[config.mk]
export PLATFORM = sky130hd
export DESIGN_NAME = usr_sw_debounce
export DESIGN_NICKNAME = d
export VERILOG_FILES = /design/src/rtl/usr_sw_debounce.sv
export SDC_FILE = /design/constraint.sdc
export NUM_CORES = 1
export LEC_CHECK = 0
export BUFFER_PORTS_ARGS = -buffer_cell sky130_fd_sc_hd__buf_2
export CORE_ASPECT_RATIO = 0.75
export CORE_MARGIN = 4
export CORE_UTILIZATION = 50
export CTS_BUF_LIST = sky130_fd_sc_hd__clkbuf_8
export CTS_CLUSTER_SIZE = 24
export DETAILED_ROUTE_END_ITERATION = 7
export PLACE_DENSITY_LB_ADDON = 0.15
export SKIP_LAST_GASP = 1
export SYNTH_ARGS = -nofsm -noshare
export SYNTH_HDL_FRONTEND = slang
export SYNTH_SLANG_ARGS = --single-unit
[constraint.sdc]
create_clock -name sys0_clk -period 4.55 [get_ports sys0_clk]
set_clock_uncertainty 0.1 [all_clocks]
set_input_delay 1.1375 -clock sys0_clk [delete_from_list [all_inputs] [get_ports sys0_clk]]
set_output_delay 1.1375 -clock sys0_clk [all_outputs]
set_load 0.01 [all_outputs]
[src/rtl/usr_sw_debounce.sv]
// Two-flop synchronised, counter-debounced user DIP switches with a per-bit change strobe.
// Define USR_SW_EVENT_EN to add a coalescing valid/ready change-event output.
module usr_sw_debounce #(
  parameter int WIDTH        = 8,
  parameter int DEBOUNCE_CNT = 16
) (
  input  logic             sys0_clk,
  input  logic             sys0_rst,
  input  logic [WIDTH-1:0] usr_sw,
  output logic [WIDTH-1:0] sw_state,
  output logic [WIDTH-1:0] sw_changed
`ifdef USR_SW_EVENT_EN
  ,
  output logic             ev_valid,
  input  logic             ev_ready,
  output logic [WIDTH-1:0] ev_data,
  output logic [WIDTH-1:0] ev_mask,
  output logic [7:0]       ev_coalesced
`endif
);

  localparam int CW = $clog2(DEBOUNCE_CNT);
  localparam logic [CW-1:0] CNT_MAX = CW'(DEBOUNCE_CNT - 1);

  logic [WIDTH-1:0] sync1_r;
  logic [WIDTH-1:0] sync_r;
  logic [WIDTH-1:0] state_r;
  logic [WIDTH-1:0] changed_r;
  logic [CW-1:0]    cnt_r     [WIDTH];
  logic [CW-1:0]    cnt_nxt_s [WIDTH];
  logic [WIDTH-1:0] flip_s;

  // Per-bit debounce counter: a bit flips only after CNT_MAX+1 consecutive mismatching edges.
  always_comb begin
    flip_s    = '0;
    cnt_nxt_s = cnt_r;
    for (int i = 0; i < WIDTH; i++) begin
      if (sync_r[i] == state_r[i]) begin
        cnt_nxt_s[i] = '0;
      end else if (cnt_r[i] == CNT_MAX) begin
        cnt_nxt_s[i] = '0;
        flip_s[i]    = 1'b1;
      end else begin
        cnt_nxt_s[i] = cnt_r[i] + CW'(1);
      end
    end
  end

  // Synchronizer, debounced state, counters and the one-cycle change strobe.
  always_ff @(posedge sys0_clk or posedge sys0_rst) begin
    if (sys0_rst) begin
      sync1_r   <= '0;
      sync_r    <= '0;
      state_r   <= '0;
      changed_r <= '0;
      cnt_r     <= '{default: '0};
    end else begin
      sync1_r   <= usr_sw;
      sync_r    <= sync1_r;
      state_r   <= state_r ^ flip_s;
      changed_r <= flip_s;
      cnt_r     <= cnt_nxt_s;
    end
  end

  assign sw_state   = state_r;
  assign sw_changed = changed_r;

`ifdef USR_SW_EVENT_EN
  logic             ev_valid_r;
  logic [WIDTH-1:0] ev_data_r;
  logic [WIDTH-1:0] ev_mask_r;
  logic [7:0]       ev_coal_r;
  logic             accept_s;

  function automatic logic [7:0] sat_inc8(input logic [7:0] v);
    sat_inc8 = (v == 8'hFF) ? v : v + 8'd1;
  endfunction

  assign accept_s = ev_valid_r & ev_ready;

  // Event holder: a change either opens a fresh event (idle or being accepted) or folds into the pending one.
  always_ff @(posedge sys0_clk or posedge sys0_rst) begin
    if (sys0_rst) begin
      ev_valid_r <= 1'b0;
      ev_data_r  <= '0;
      ev_mask_r  <= '0;
      ev_coal_r  <= 8'd0;
    end else if (changed_r != '0) begin
      ev_valid_r <= 1'b1;
      ev_data_r  <= state_r;
      if (!ev_valid_r || accept_s) begin
        ev_mask_r <= changed_r;
        ev_coal_r <= 8'd0;
      end else begin
        ev_mask_r <= ev_mask_r | changed_r;
        ev_coal_r <= sat_inc8(ev_coal_r);
      end
    end else if (accept_s) begin
      ev_valid_r <= 1'b0;
    end else begin
      ev_valid_r <= ev_valid_r;
    end
  end

  assign ev_valid     = ev_valid_r;
  assign ev_data      = ev_data_r;
  assign ev_mask      = ev_mask_r;
  assign ev_coalesced = ev_coal_r;
`endif

endmodule

Word level (Yosys, flattened, before mapping). Cells that the tools add are included.

$add $sub $neg: 8. Equal/unequal tests: 16. Bitwise gates (word level): 1. Mux-type cells: 32.

Operators with widths (count): 2-to-1 mux 4 bit (16); adder 4 x 1 -> 4 bit, second input constant (8); equality test 4 bit, second input constant (8); 2-to-1 mux 1 bit (16); equality test 1 bit (8); bitwise XOR 8 bit (1).

Output and inout port bits: 16. Word-level logic and storage cells: 69. Register bits after elaboration: 64.

Depth between registers and ports, before layout.
Depth after elaboration: 4. Mapped depth: 4.

Least setup slack after synthesis. No wires, ideal clock.

Path kind: register -> output. Start: reg with a tool-made name. End: out sw_state[0]. Required time: 3313 ps. Cell stages (with the launch flop): 1. Slack: 2896 ps. Data arrival time: 417 ps. Path through: dfrtp_1.

RTL lines: end: declaration (line 10) `output logic [WIDTH-1:0] sw_state,`.

==> summary.md <==
| Metric | Value |
|---|---|
| Cell family with most CP delay | `flip-flops` |
| Hold depth | `0` |
| Die H | `69.2 um` |
| DRT iter0 DRCs | `40` |
| Syn nets | `193` |
| Area grow syn2layout | `17.5%` |
| Inserted Diodes | `0` |
| Wire length per cell | `14.0 um` |
| Final setup viols | `0` |
| Initial DRT Pass Iterations | `4` |
| CTS resizes | `0` |
| Reg clk slew, reported paths | `0.07 ns` |
| Post-DP HPWL | `2.66 mm` |
| Crit path kind | `reg2out` |
| Tightest Pin Transition | `0.637 ns` |
| CP startpoint kind | `flip-flop` |
| Register area | `1600 sq um` |
| Min-Delay Path Class | `reg2reg` |
| Highest net fanout along the worst path | `3` |
| Cells on worst reg2reg path | `3` |
| Synth Register Bits | `64` |
| DRC | `0` |
| Critical Path Sink | `sw_state[4]` |
| RSZ-0062 raised after global routing | `no` |
| Relative slew slack | `0.575` |
| Arrival @ worst endpoint | `0.92 ns` |
| Xor/xnor share of the synthesized area | `0.0682` |
| YS warnings | `0` |
| Cts bufs inserted | `9` |
| Critical path depth in cells | `1` |
| Antenna violations before repair | `0` |
| Power per Cell Area | `419 nW/um^2` |
| Max_cap viols | `0` |
| Final setup TNS | `0 ns` |
| Vias in the first global route | `1,508` |
| Post-synthesis simple-gate area fraction | `0.139` |
| Place WS | `2.29 ns` |
| Largest family of logic cells by synthesized area | `simple AND/OR/NAND/NOR gates` |
| Crit-path cells | `buf_2` |
| Post-Synth Adder-Cell Area | `0.0401` |
| Tot Pwr | `1.23 mW` |
| Skew-Pair Late Insertion Delay | `0.34 ns` |
| Largest net degree at the start of global routing | `34` |
| Leak | `1.40 nW` |
| Synthesized instance count | `175` |
| FF-to-FF Start | `cnt_r[12]$_DFF_PP0_` |
| Worst setup EP type | `primary output` |
| Commonest non-fill, non-tap cells in the layout | `dfrtp_1 (64), buf_2 (25), nor2_1 (16), a21oi_1 (14)` |
| Yosys cell types | `17` |
| CP bufs+invs | `1` |
| Die W | `89.6 um` |
| Worst path max stage delay | `0.42 ns` |
| Sequential share of the synthesized area | `0.642` |
| Post-CTS Hold Buffers | `0` |
| Clock Tree Buf Depth | `2` |
| Status | `finished clean` |
| Multi-input combinational cell area | `865 sq um` |
| Worst Path Required | `3.31 ns` |
| GRT Overall Usage | `0.152` |
| RePlAce Congestion | `0.727` |
| Multiplexer area fraction after synthesis | `0.0481` |
| Row cnt | `21` |
| Share of layout cells above drive strength 1 | `0.313` |
| Compound-cell area share of the yosys netlist | `0.0511` |
| Worst Slack Setup Final | `2.40 ns` |
| Post-DRT Antenna Nets | `0` |
| Nets | `230` |
| Min Clock Period, post-route | `2.15 ns` |
| Most common cell after layout, fill and taps aside | `dfrtp_1` |
| Clock Sinks | `64` |
| Post-CTS setup buffer count | `0` |
| Final Hold Viols | `0` |
| Max Slew Vio Count | `0` |
| Fmax | `0.464 GHz` |
| Core footprint | `4650 sq um` |
| Final WL | `3.85 mm` |
| CTS root buffer | `clkbuf_8` |
| Avg Inst Size Synth | `14.3 sq um` |
| Fin crit share | `0.473` |
| Io pins | `26` |
| Reg2Reg Setup Slack | `3.21 ns` |
| CP max-delay cell | `dfrtp_1` |
| Starting Density | `0.537` |
| CTS tree | `done` |
| Max VDD drop | `0.000279 V` |
| First-pass GRT wire length | `6.96 mm` |
| Vias per cell | `5.14` |
| Synth Cell Area | `2500 sq um` |
| Die area | `6200 sq um` |
| Port buffer count | `25` |
| Vias | `1,409` |
| H-tree depth | `3` |
| FILL cells | `358` |
| GR Overflow Total | `0` |
-- logic make-up after synthesis --
| group | after synthesis |
|---|---|
| mux | 8 |
| simple gates | 47 |
| xor+xnor | 16 |
| flops | 64 |
| fa+ha+maj | 8 |
| compound gates | 24 |
| buf+inv | 8 |
-- per-stage QoR --
step | hold slack (ns) | instance area [sq um] | utilization | std cells
floorplan | 0.231 | 2500 | - | 175
global placement | 0.234 | 2700 | 0.581 | 258
detailed placement | 0.235 | 2700 | 0.581 | 258
CTS | 0.249 | 2930 | 0.631 | 274
global route | 0.255 | 2930 | 0.631 | 274
finish | 0.246 | 2930 | 0.631 | 274
-- Yosys cell counts, drive strengths merged --
master  count  area (sq um)
nand4b      7          61.3
nand3       8          80.1
dfrtp      64          1600
nor3b       8          95.1
mux2        8           120
a31oi       1          6.26
a21o        1          7.51
inv         8          30.0
ha          8           100
xnor2      16           170
a311oi      1          8.76
o21ai       7          35.0
nor2       16          60.1
a21oi      14          70.1
nor2b       8          50.1
-- layer usage --
| layer | vias up | track usage | share of wire |
|---|---|---|---|
| li1 | 674 | - | - |
| met1 | 694 | 0.194 | 0.45 |
| met2 | 33 | 0.210 | 0.47 |
| met3 | 8 | 0.0879 | 0.054 |
| met4 | 0 | 0.0645 | 0.019 |
| met5 | - | 0 | 0 |
-- worst register-to-register path, delay by kind of cell (launching register included) --
kind,cells,cell delay [ns]
fa+ha+maj,1,0.28
flops,1,0.43
mux,1,0.30
simple gates,1,0.12
-- how the worst min path moves through the flow --
stage | startpoint | end | slack, ns
6_report | sync1_r[4]$_DFF_PP0_ | sync_r[4]$_DFF_PP0_ | 0.25
5_1_grt | sync1_r[4]$_DFF_PP0_ | sync_r[4]$_DFF_PP0_ | 0.26
4_1_cts | sync1_r[7]$_DFF_PP0_ | sync_r[7]$_DFF_PP0_ | 0.25
3_5_place_dp | sync1_r[7]$_DFF_PP0_ | sync_r[7]$_DFF_PP0_ | 0.23
3_3_place_gp | sync1_r[1]$_DFF_PP0_ | sync_r[1]$_DFF_PP0_ | 0.23
2_1_floorplan | sync1_r[0]$_DFF_PP0_ | sync_r[0]$_DFF_PP0_ | 0.23
-- layout make-up --
cell class              count  area share
clock buffers              12      0.0563
clock inverters             4      0.0230
inverters                   8      0.0102
multi-input cells         103       0.295
flip-flops and latches     64       0.546
well taps                  57      0.0243
repair buffers             26      0.0452
-- report_power, final --
part	total [mW]	switching (mW)	internal, mW
logic	0.0612	0.0326	0.0286
clock network	0.549	0.200	0.350
registers	0.617	0.0233	0.594
No activity file was read; power rests on OpenSTA's default activity.
